--- config.mk ---
export PLATFORM = sky130hd
export DESIGN_NAME = quad_encoder_if
export DESIGN_NICKNAME = d
export VERILOG_FILES = /design/src/rtl/rover_enc_pkg.sv /design/src/rtl/enc_glitch_filter.sv /design/src/rtl/quad_encoder_if.sv
export SDC_FILE = /design/constraint.sdc
export NUM_CORES = 1
export LEC_CHECK = 0
export CORE_UTILIZATION = 40
export CTS_CLUSTER_DIAMETER = 120
export DETAILED_ROUTE_END_ITERATION = 6
export GPL_ROUTABILITY_DRIVEN = 0
export GPL_TIMING_DRIVEN = 0
export PLACE_DENSITY = 0.67
export SETUP_SLACK_MARGIN = 0.15
export SLEW_MARGIN = 20
export SYNTH_ARGS = -nofsm -noshare
export SYNTH_HDL_FRONTEND = slang
export SYNTH_SLANG_ARGS = --single-unit
export TNS_END_PERCENT = 50
--- constraint.sdc ---
create_clock -name clk_50 -period 7.53 [get_ports clk_50]
set_input_delay 1.506 -clock clk_50 [delete_from_list [all_inputs] [get_ports clk_50]]
set_output_delay 1.506 -clock clk_50 [all_outputs]
set_load 0.01 [all_outputs]
--- src/rtl/rover_enc_pkg.sv ---
// rover_enc_pkg: register map, CTRL bit positions, ERR saturation value and quadrature phase helper
package rover_enc_pkg;
  localparam logic [1:0] POS_ADDR = 2'd0;
  localparam logic [1:0] VEL_ADDR = 2'd1;
  localparam logic [1:0] ERR_ADDR = 2'd2;
  localparam logic [1:0] CTRL_ADDR = 2'd3;
  localparam int EN_BIT = 0;
  localparam int INV_BIT = 1;
  localparam logic [15:0] ERR_MAX = 16'hFFFF;
  localparam logic [1:0] CTRL_RST = 2'b01;
  typedef enum logic [1:0] {STEP_NONE = 2'd0, STEP_FWD = 2'd1, STEP_ILL = 2'd2, STEP_REV = 2'd3} step_e;
  function automatic logic [1:0] phase(input logic [1:0] ab);
    return {ab[0], ab[1] ^ ab[0]};
  endfunction
endpackage

--- src/rtl/enc_glitch_filter.sv ---
// enc_glitch_filter: 2-FF synchroniser and stable-run filter for one encoder pin (pin_i -> level_o, valid_o after first stable run)
module enc_glitch_filter #(
  parameter int FILTER_LEN = 4
) (
  input  logic clk,
  input  logic rst,
  input  logic pin_i,
  output logic level_o,
  output logic valid_o
);
  logic [1:0] sync_q;
  logic hold_q, level_q, level_d, valid_q, valid_d;
  logic [3:0] run_q, run_d;
  always_comb begin
    run_d = (sync_q[1] == hold_q) ? ((run_q == 4'(FILTER_LEN)) ? run_q : run_q + 4'd1) : 4'd1;
    level_d = (run_d == 4'(FILTER_LEN)) ? sync_q[1] : level_q;
    valid_d = valid_q | (run_d == 4'(FILTER_LEN));
  end
  always_ff @(posedge clk or posedge rst)
    if (rst) begin
      sync_q <= '0;
      hold_q <= 1'b0;
      run_q <= '0;
      level_q <= 1'b0;
      valid_q <= 1'b0;
    end else begin
      sync_q <= {sync_q[0], pin_i};
      hold_q <= sync_q[1];
      run_q <= run_d;
      level_q <= level_d;
      valid_q <= valid_d;
    end
  assign level_o = level_q;
  assign valid_o = valid_q;
endmodule

--- src/rtl/quad_encoder_if.sv ---
// quad_encoder_if: x4 quadrature decoder (enc_a/enc_b) with POS/VEL/ERR/CTRL on a 4-word Avalon-MM slave, clk_50 domain
module quad_encoder_if
  import rover_enc_pkg::*;
#(
  parameter int FILTER_LEN = 4,
  parameter int SAMPLE_CYCLES = 500000
) (
  input  logic        clk_50,
  input  logic        reset,
  input  logic        enc_a,
  input  logic        enc_b,
  input  logic [1:0]  avs_address,
  input  logic        avs_read,
  input  logic        avs_write,
  input  logic [31:0] avs_writedata,
  output logic [31:0] avs_readdata
);
  localparam int CW = $clog2(SAMPLE_CYCLES);
  logic a_f, b_f, a_v, b_v, ab_v, live, ill, term;
  logic [1:0] cur, diff, prev_q, prev_d, ctrl_q, ctrl_d;
  logic primed_q, primed_d;
  logic [15:0] err_q, err_d;
  logic [31:0] step, pos_q, pos_d, vel_q, vel_d, acc_q, acc_d, rdata_q, rdata_d;
  logic [CW-1:0] win_q, win_d;
  step_e kind;
  enc_glitch_filter #(.FILTER_LEN(FILTER_LEN)) u_filt_a (
    .clk(clk_50), .rst(reset), .pin_i(enc_a), .level_o(a_f), .valid_o(a_v)
  );
  enc_glitch_filter #(.FILTER_LEN(FILTER_LEN)) u_filt_b (
    .clk(clk_50), .rst(reset), .pin_i(enc_b), .level_o(b_f), .valid_o(b_v)
  );
  always_comb begin
    cur = {a_f, b_f};
    ab_v = a_v & b_v;
    live = primed_q & ctrl_q[EN_BIT];
    diff = phase(cur) - phase(prev_q);
    kind = step_e'(diff);
    ill = live & (kind == STEP_ILL);
    step = (!live || kind == STEP_NONE || kind == STEP_ILL) ? '0 :
           ((kind == STEP_FWD) ^ ctrl_q[INV_BIT]) ? 32'd1 : '1;
    term = win_q == CW'(SAMPLE_CYCLES - 1);
    primed_d = primed_q | ab_v;
    prev_d = ab_v ? cur : prev_q;
    pos_d = (avs_write && avs_address == POS_ADDR) ? avs_writedata : pos_q + step;
    acc_d = term ? '0 : acc_q + step;
    vel_d = term ? acc_q + step : vel_q;
    win_d = term ? '0 : win_q + CW'(1);
    err_d = (avs_write && avs_address == ERR_ADDR) ? '0 :
            (ill && err_q != ERR_MAX) ? err_q + 16'd1 : err_q;
    ctrl_d = (avs_write && avs_address == CTRL_ADDR) ? avs_writedata[1:0] : ctrl_q;
    rdata_d = !avs_read ? rdata_q :
              (avs_address == POS_ADDR) ? pos_q :
              (avs_address == VEL_ADDR) ? vel_q :
              (avs_address == ERR_ADDR) ? {16'd0, err_q} : {30'd0, ctrl_q};
  end
  always_ff @(posedge clk_50 or posedge reset)
    if (reset) begin
      prev_q <= '0;
      primed_q <= 1'b0;
      pos_q <= '0;
      vel_q <= '0;
      acc_q <= '0;
      win_q <= '0;
      err_q <= '0;
      ctrl_q <= CTRL_RST;
      rdata_q <= '0;
    end else begin
      prev_q <= prev_d;
      primed_q <= primed_d;
      pos_q <= pos_d;
      vel_q <= vel_d;
      acc_q <= acc_d;
      win_q <= win_d;
      err_q <= err_d;
      ctrl_q <= ctrl_d;
      rdata_q <= rdata_d;
    end
  assign avs_readdata = rdata_q;
endmodule
# Word-level counts from Yosys, hierarchy flattened
# Index checks and enable logic that the tools add are counted.
[totals]
reg_bits = 186
input_bits = 40
[op_classes]
addsub = 7
eq_ne = 13
n_mux = 14
bitwise = 9
n_reduce_logical = 10
[ops]
columns = ["operator", "count"]
rows = [
  ["$mux 32", 6],
  ["$add 32x32->32", 2],
  ["$mux 16", 3],
  ["$add 19x1->19 const B", 1],
  ["$eq 19x19->1 const B", 1],
  ["$mux 19", 1],
  ["$add 16x1->16 const B", 1],
  ["$eq 4x3->1 const B", 4],
  ["$mux 4", 4],
  ["$ne 16x16->1 const B", 1],
  ["$add 4x1->4 const B", 2],
  ["$eq 2x2->1 const B", 3],
  ["$eq 2x1->1 const B", 2],
  ["$logic_and 1x1->1", 4],
  ["$logic_not 2->1", 2],
  ["$and 1x1->1", 3],
  ["$or 1x1->1", 3],
  ["$xor 1x1->1", 3],
  ["$eq 1x1->1", 2],
  ["$logic_or 1x1->1", 2],
  ["$reduce_bool 2->1", 1],
  ["$sub 2x2->2", 1],
  ["$logic_not 1->1", 1],
]

# Longest topological paths before layout
[logic_depth]
ltp_word = 8
mapped_depth = 18

# Cells and area by module
# A second synthesis with hierarchy kept.
[unflattened]
cells_unflattened = 1227
hier_area_um2 = 10847.9
[by_module_without_submodules]
columns = ["module", "n_inst", "cells_each", "area_per_inst_um2"]
rows = [
  ["quad_encoder_if", 1, 1153, 9997.1],
  ["enc_glitch_filter", 2, 37, 425.4],
]

# Worst setup path after synthesis
# No wires, ideal clock.
[synth_timing]
path_kind = "register -> register"
from = "register prev_q[0]"
to = "register vel_q[26]"
arrival_time_ns = 3.873
setup_slack_ns = 3.528
stages_incl_launch_ff = 19
synth_period_minus_slack_ns = 4.002
path_cell_list = "dfrtp_1 -> xor2_1 -> ha_1 -> nand3b_1 -> clkinv_1 -> nand2_1 -> buf_2 -> buf_2 -> buf_2 -> xnor2_1 -> ha_1 -> nor3_1 -> nand4b_1 -> a31oi_1 -> o21bai_1 -> nor3_1 -> o41ai_1 -> xnor2_1 -> o21ai_1"
[synth_via]
elab_chain_len = 7
elab_cells_between_ends = 11
[synth_rtl]
columns = ["element", "line", "source"]
rows = [
  ["from (decl)", "quad_encoder_if.sv:20", "logic [1:0] cur, diff, prev_q, prev_d, ctrl_q, ctrl_d;"],
  ["from (signal assigned)", "quad_encoder_if.sv:68", "prev_q <= prev_d;"],
  ["$xor 1x1->1", "rover_enc_pkg.sv:13", "return {ab[0], ab[1] ^ ab[0]};"],
  ["$sub 2x2->2 *", "quad_encoder_if.sv:36", "diff = phase(cur) - phase(prev_q);"],
  ["$eq 2x1->1 or $logic_not 2->1 (tied branches)", "quad_encoder_if.sv:40, quad_encoder_if.sv:39", ""],
  ["$xor 1x1->1 or $logic_or 1x1->1 (tied branches)", "quad_encoder_if.sv:40, quad_encoder_if.sv:39", ""],
  ["$mux 32 or $logic_or 1x1->1 (tied branches)", "quad_encoder_if.sv:40, quad_encoder_if.sv:39", ""],
  ["$mux 32 *", "quad_encoder_if.sv:39", "step = (!live || kind == STEP_NONE || kind == STEP_ILL) ? '0 :"],
  ["$add 32x32->32 *", "quad_encoder_if.sv:46", "vel_d = term ? acc_q + step : vel_q;"],
  ["to (signal assigned)", "quad_encoder_if.sv:71", "vel_q <= vel_d;"],
  ["to (decl)", "quad_encoder_if.sv:23", "logic [31:0] step, pos_q, pos_d, vel_q, vel_d, acc_q, acc_d, rdata_q, rdata_d;"],
]
# Mark *: on every way between the ends. The rest lies on a longest branch, timed or not.
# A chain may end at the register's enable or synchronous reset.

# Worst setup path in the final report
[layout_timing]
from = "register prev_q[0]"
to = "register vel_q[22]"
# The elaborated chain is that of the path after synthesis.

==> flow_metrics.py <==
metrics = {
    "timing": {
        "period_minus_slack_ns": 5.83,
        "slew_headroom": 0.330,
        "rsz0062_at_grt": "no",
        "worstMarginPinSlew_ns": 0.997,
        "fmax_ghz": 0.172,
        "final_hold_viol_count": 0,
        "finalSetupViolCount": 0,
        "fin_setup_tns_ns": 0,
        "min_period_over_period": 0.774,
        "setup_slack_ns": 1.70,
        "fin_skew_ns": 0.0142,
        "slew_viol_final": 0,
    },
    "cells_and_area": {
        "final.fill_count": 2495,
        "diodes": 0,
        "multiInputGateArea_um2": 5480,
        "syn_to_final_growth_pct": 16.4,
        "utilization": 0.474,
        "layout-drive-gt1-share": 0.0590,
        "fin_area_um2": 12300,
        "regArea_um2": 4660,
        "nets": 1345,
    },
    "power_and_ir_drop": {
        "p_leak_nw": 4.94,
        "power.switching_mw": 2.10,
        "power_density_nw_per_um2": 366,
        "p_clk_frac": 0.201,
        "p_comb_frac": 0.491,
        "seq_power_share": 0.308,
        "power.internal_mw": 2.41,
        "swShare": 0.466,
        "power_mw": 4.50,
        "vdd_drop_max_mv": 0.189,
    },
    "detailed_routing": {
        "dr.pass1.iters": 7,
        "drt_iter0_drc": 963,
        "vias_per_cell": 5.76,
        "wl_per_cell_um": 18.6,
        "drc_errors": 7,
        "ant_nets": 0,
        "drt_wl_total_um": 30500,
        "vias": 9447,
    },
    "clock_tree": {
        "post_cts_buffers": 0,
        "clockBufferDepth": 2,
        "numCtsBuffers": 17,
        "clk_latency_ns": 0.44,
        "cts_root_buf": "clkbuf_16",
        "htreeDepth": 4,
        "path_clk_slew_ns": 0.08,
        "post_cts_resized": 0,
        "cts_tree": "built",
        "cts_hold_buf": 0,
        "cts.sinks": 186,
    },
    "critical_path": {
        "cp_max_fo": 10,
        "critPathLaunchType": "register",
        "crit_slowest_cell": "clkinv_1",
        "required_ns": 7.83,
        "max_stage_delay_ns": 0.52,
        "critical_path.cell_chain": "xor2_1 > ha_1 > nand3b_1 > clkinv_1 > nand2_1 > buf_2 > buf_2 > buf_2 > xnor2_1 > ha_1 > nor3_1 > nand4b_1 > a31oi_1 > o21bai_1 > nor2_1 > a2bb2oi_1 > xor2_1 > o21ai_0",
        "cp_top_family": "buffers and inverters",
        "path_buf_inv": 4,
        "worstSetupPathType": "reg -> reg",
        "critPathCaptureType": "register",
        "crit_path_frequent_cell": "buf_2",
        "crit_arrival_ns": 6.12,
    },
    "logic_synthesis": {
        "yosys.area.top_type_share": 0.438,
        "syn_inst": 1204,
        "netlist_area_um2": 10600,
        "synth.area.top_cells": "dfrtp_1 44%, nor2_1 5.5%, xnor2_1 5.0%",
        "ys_seq_area_frac": 0.440,
        "yosysWarnings": 0,
        "ys_dominant_reg_cell": "dfrtp_1",
        "async_reset_ff_frac": 1.00,
        "yosysUniqueCellTypes": 66,
        "synth_nets": 1255,
        "syn_avg_cell_area_um2": 8.78,
        "synth_edf_count": 0,
        "synth_seq_cells": 186,
        "yosysTopAreaCell": "dfrtp_1",
    },
    "floorplan": {
        "die_area_um2": 27100,
        "rows": 59,
        "core_area_um2": 26000,
        "start_util": 0.407,
        "die_x_um": 165,
        "dieHeight_um": 165,
        "ios": 72,
    },
    "grt": {
        "first_global_vias": 9027,
        "antenna_found_initial": 0,
        "grt_usage": 0.230,
        "grt_pass1_wl_um": 48200,
        "grt_start_max_net_pins": 97,
        "grt_overflow": 0,
    },
    "status": {
        "outcome": "finished with violations",
        "violations": "design-rule violations",
    },
    "placement": {
        "dp_slack_ns": 1.91,
        "io_buffers": 70,
        "place_area_um2": 11700,
        "dp_hpwl_um": 22000,
    },
    "hold_path": {
        "hold_path_class": "reg -> reg",
    },
    "run": {
        "maxCapViolCount": 0,
    },
}
## cells in the mapped netlist (4+ instances only)
cell and instances:
and3_1 13, clkbuf_1 63, buf_2 12, nor4_1 25
nand3_1 52, inv_1 28, nand2_1 125, nand3b_1 4
xor2_1 44, and4_1 4, mux2_2 13, buf_1 9
and2_1 9, nand4_1 38, xnor2_1 60, or2_2 4
nand2b_1 6, a21oi_1 64, o31ai_1 4, o22ai_1 21
nor2_1 156, a31oi_1 8, o41ai_1 5, or4_1 8
or3_1 14, o21ai_0 65, dfrtp_1 185, nor4b_1 6
o21ai_1 10, mux2i_1 44, nor3_1 41, ha_1 11
## placed cells by master (no fill, tap or decap), types with 4 or more instances in the layout
master           count
buf_2               12
nor4_1              25
nor4b_1              6
o21ai_0             65
or4_1                8
clkbuf_1            63
a21oi_1             64
nand2b_1             6
or3_1               14
o21ai_1             10
mux2_2              13
o31ai_1              4
nor3_1              41
nand3b_1             4
ha_1                11
and3_1              13
clkbuf_16           17
nand4_1             38
nand2_1            125
o41ai_1              5
xor2_1              44
o22ai_1             21
and4_1               4
nor2_1             156
inv_6                4
mux2i_1             44
inv_8                6
inv_1               27
and2_1               9
or2_2                4
a31oi_1              8
nand3_1             52
clkdlybuf4s50_1     70
xnor2_1             60
dfrtp_1            185
buf_1                9
## stage by stage
step | cells | hold WS, ns
3_5_place_dp | 1610 | 0.335
2_1_floorplan | 1204 | 0.331
3_3_place_gp | 1609 | 0.336
6_report | 1641 | 0.352
5_1_grt | 1641 | 0.359
4_1_cts | 1641 | 0.354
## power by group through the flow
| stage | registers [mW] | logic [mW] | clock network, mW |
|---|---|---|---|
| floorplan | 1.36 | 1.49 | 0 |
| global placement | 1.39 | 2.12 | 0 |
| detailed placement | 1.40 | 2.14 | 0 |
| CTS | 1.38 | 2.14 | 0.918 |
| global route | 1.41 | 2.37 | 0.952 |
| finish | 1.39 | 2.21 | 0.907 |
## final cells by class
class                      count  area share
buffer                        85      0.0274
clock buffer                  17      0.0345
clock inverter                14      0.0123
inverter                      29     0.00945
multi-input combinational    904       0.445
sequential                   186       0.378
tap                          335      0.0340
timing repair buffer          71      0.0591
## kinds of logic (layout without fill, tap and decap cells)
family / Yosys count / count (layout) / synth area share
AOI/OAI and AO/OA: 212 / 212 / 0.121
xor gates and xnor gates: 108 / 108 / 0.0923
adders and majority gates: 11 / 11 / 0.0130
buffers and inverters: 114 / 216 / 0.0422
DFF: 186 / 186 / 0.440
muxes: 59 / 59 / 0.0597
and+or+nand+nor: 514 / 514 / 0.232
## flip-flops by register name, summed over array words and instances, names as in the netlist
register          flops
u_filt_b.run_q        4
avs_readdata         32
acc_q                32
u_filt_b.level_o      1
u_filt_b.valid_o      1
ctrl_q                2
pos_q                32
u_filt_a.level_o      1
prev_q                2
err_q                16
u_filt_a.sync_q       2
win_q                19
u_filt_b.hold_q       1
vel_q                32
u_filt_b.sync_q       2
u_filt_a.hold_q       1
primed_q              1
u_filt_a.valid_o      1
u_filt_a.run_q        4
## routing by layer
| layer | vias to the layer above | wire length [µm] | GRT usage |
|---|---|---|---|
| met5 | - | 0 | 0 |
| met4 | 0 | 1250 | 0.113 |
| met3 | 87 | 2110 | 0.0347 |
| met2 | 411 | 13600 | 0.356 |
| met1 | 4520 | 13600 | 0.313 |
| li1 | 4429 | - | - |
## final timing paths
path / slack, ns / cells after the start / from / end
max in group asynchronous: 5.09 / 3 / reset / pos_q[21]
worst max-delay path: 1.70 / 18 / prev_q[0] / vel_q[22]
worst max register to register: 1.70 / 18 / prev_q[0] / vel_q[22]
min in group asynchronous: 1.52 / 2 / reset / u_filt_a.sync_q[0]
worst min register to register: 0.35 / 0 / u_filt_b.sync_q[0] / u_filt_b.sync_q[1]
worst min-delay path: 0.35 / 0 / u_filt_b.sync_q[0] / u_filt_b.sync_q[1]
(Power assumes the default switching activity.)
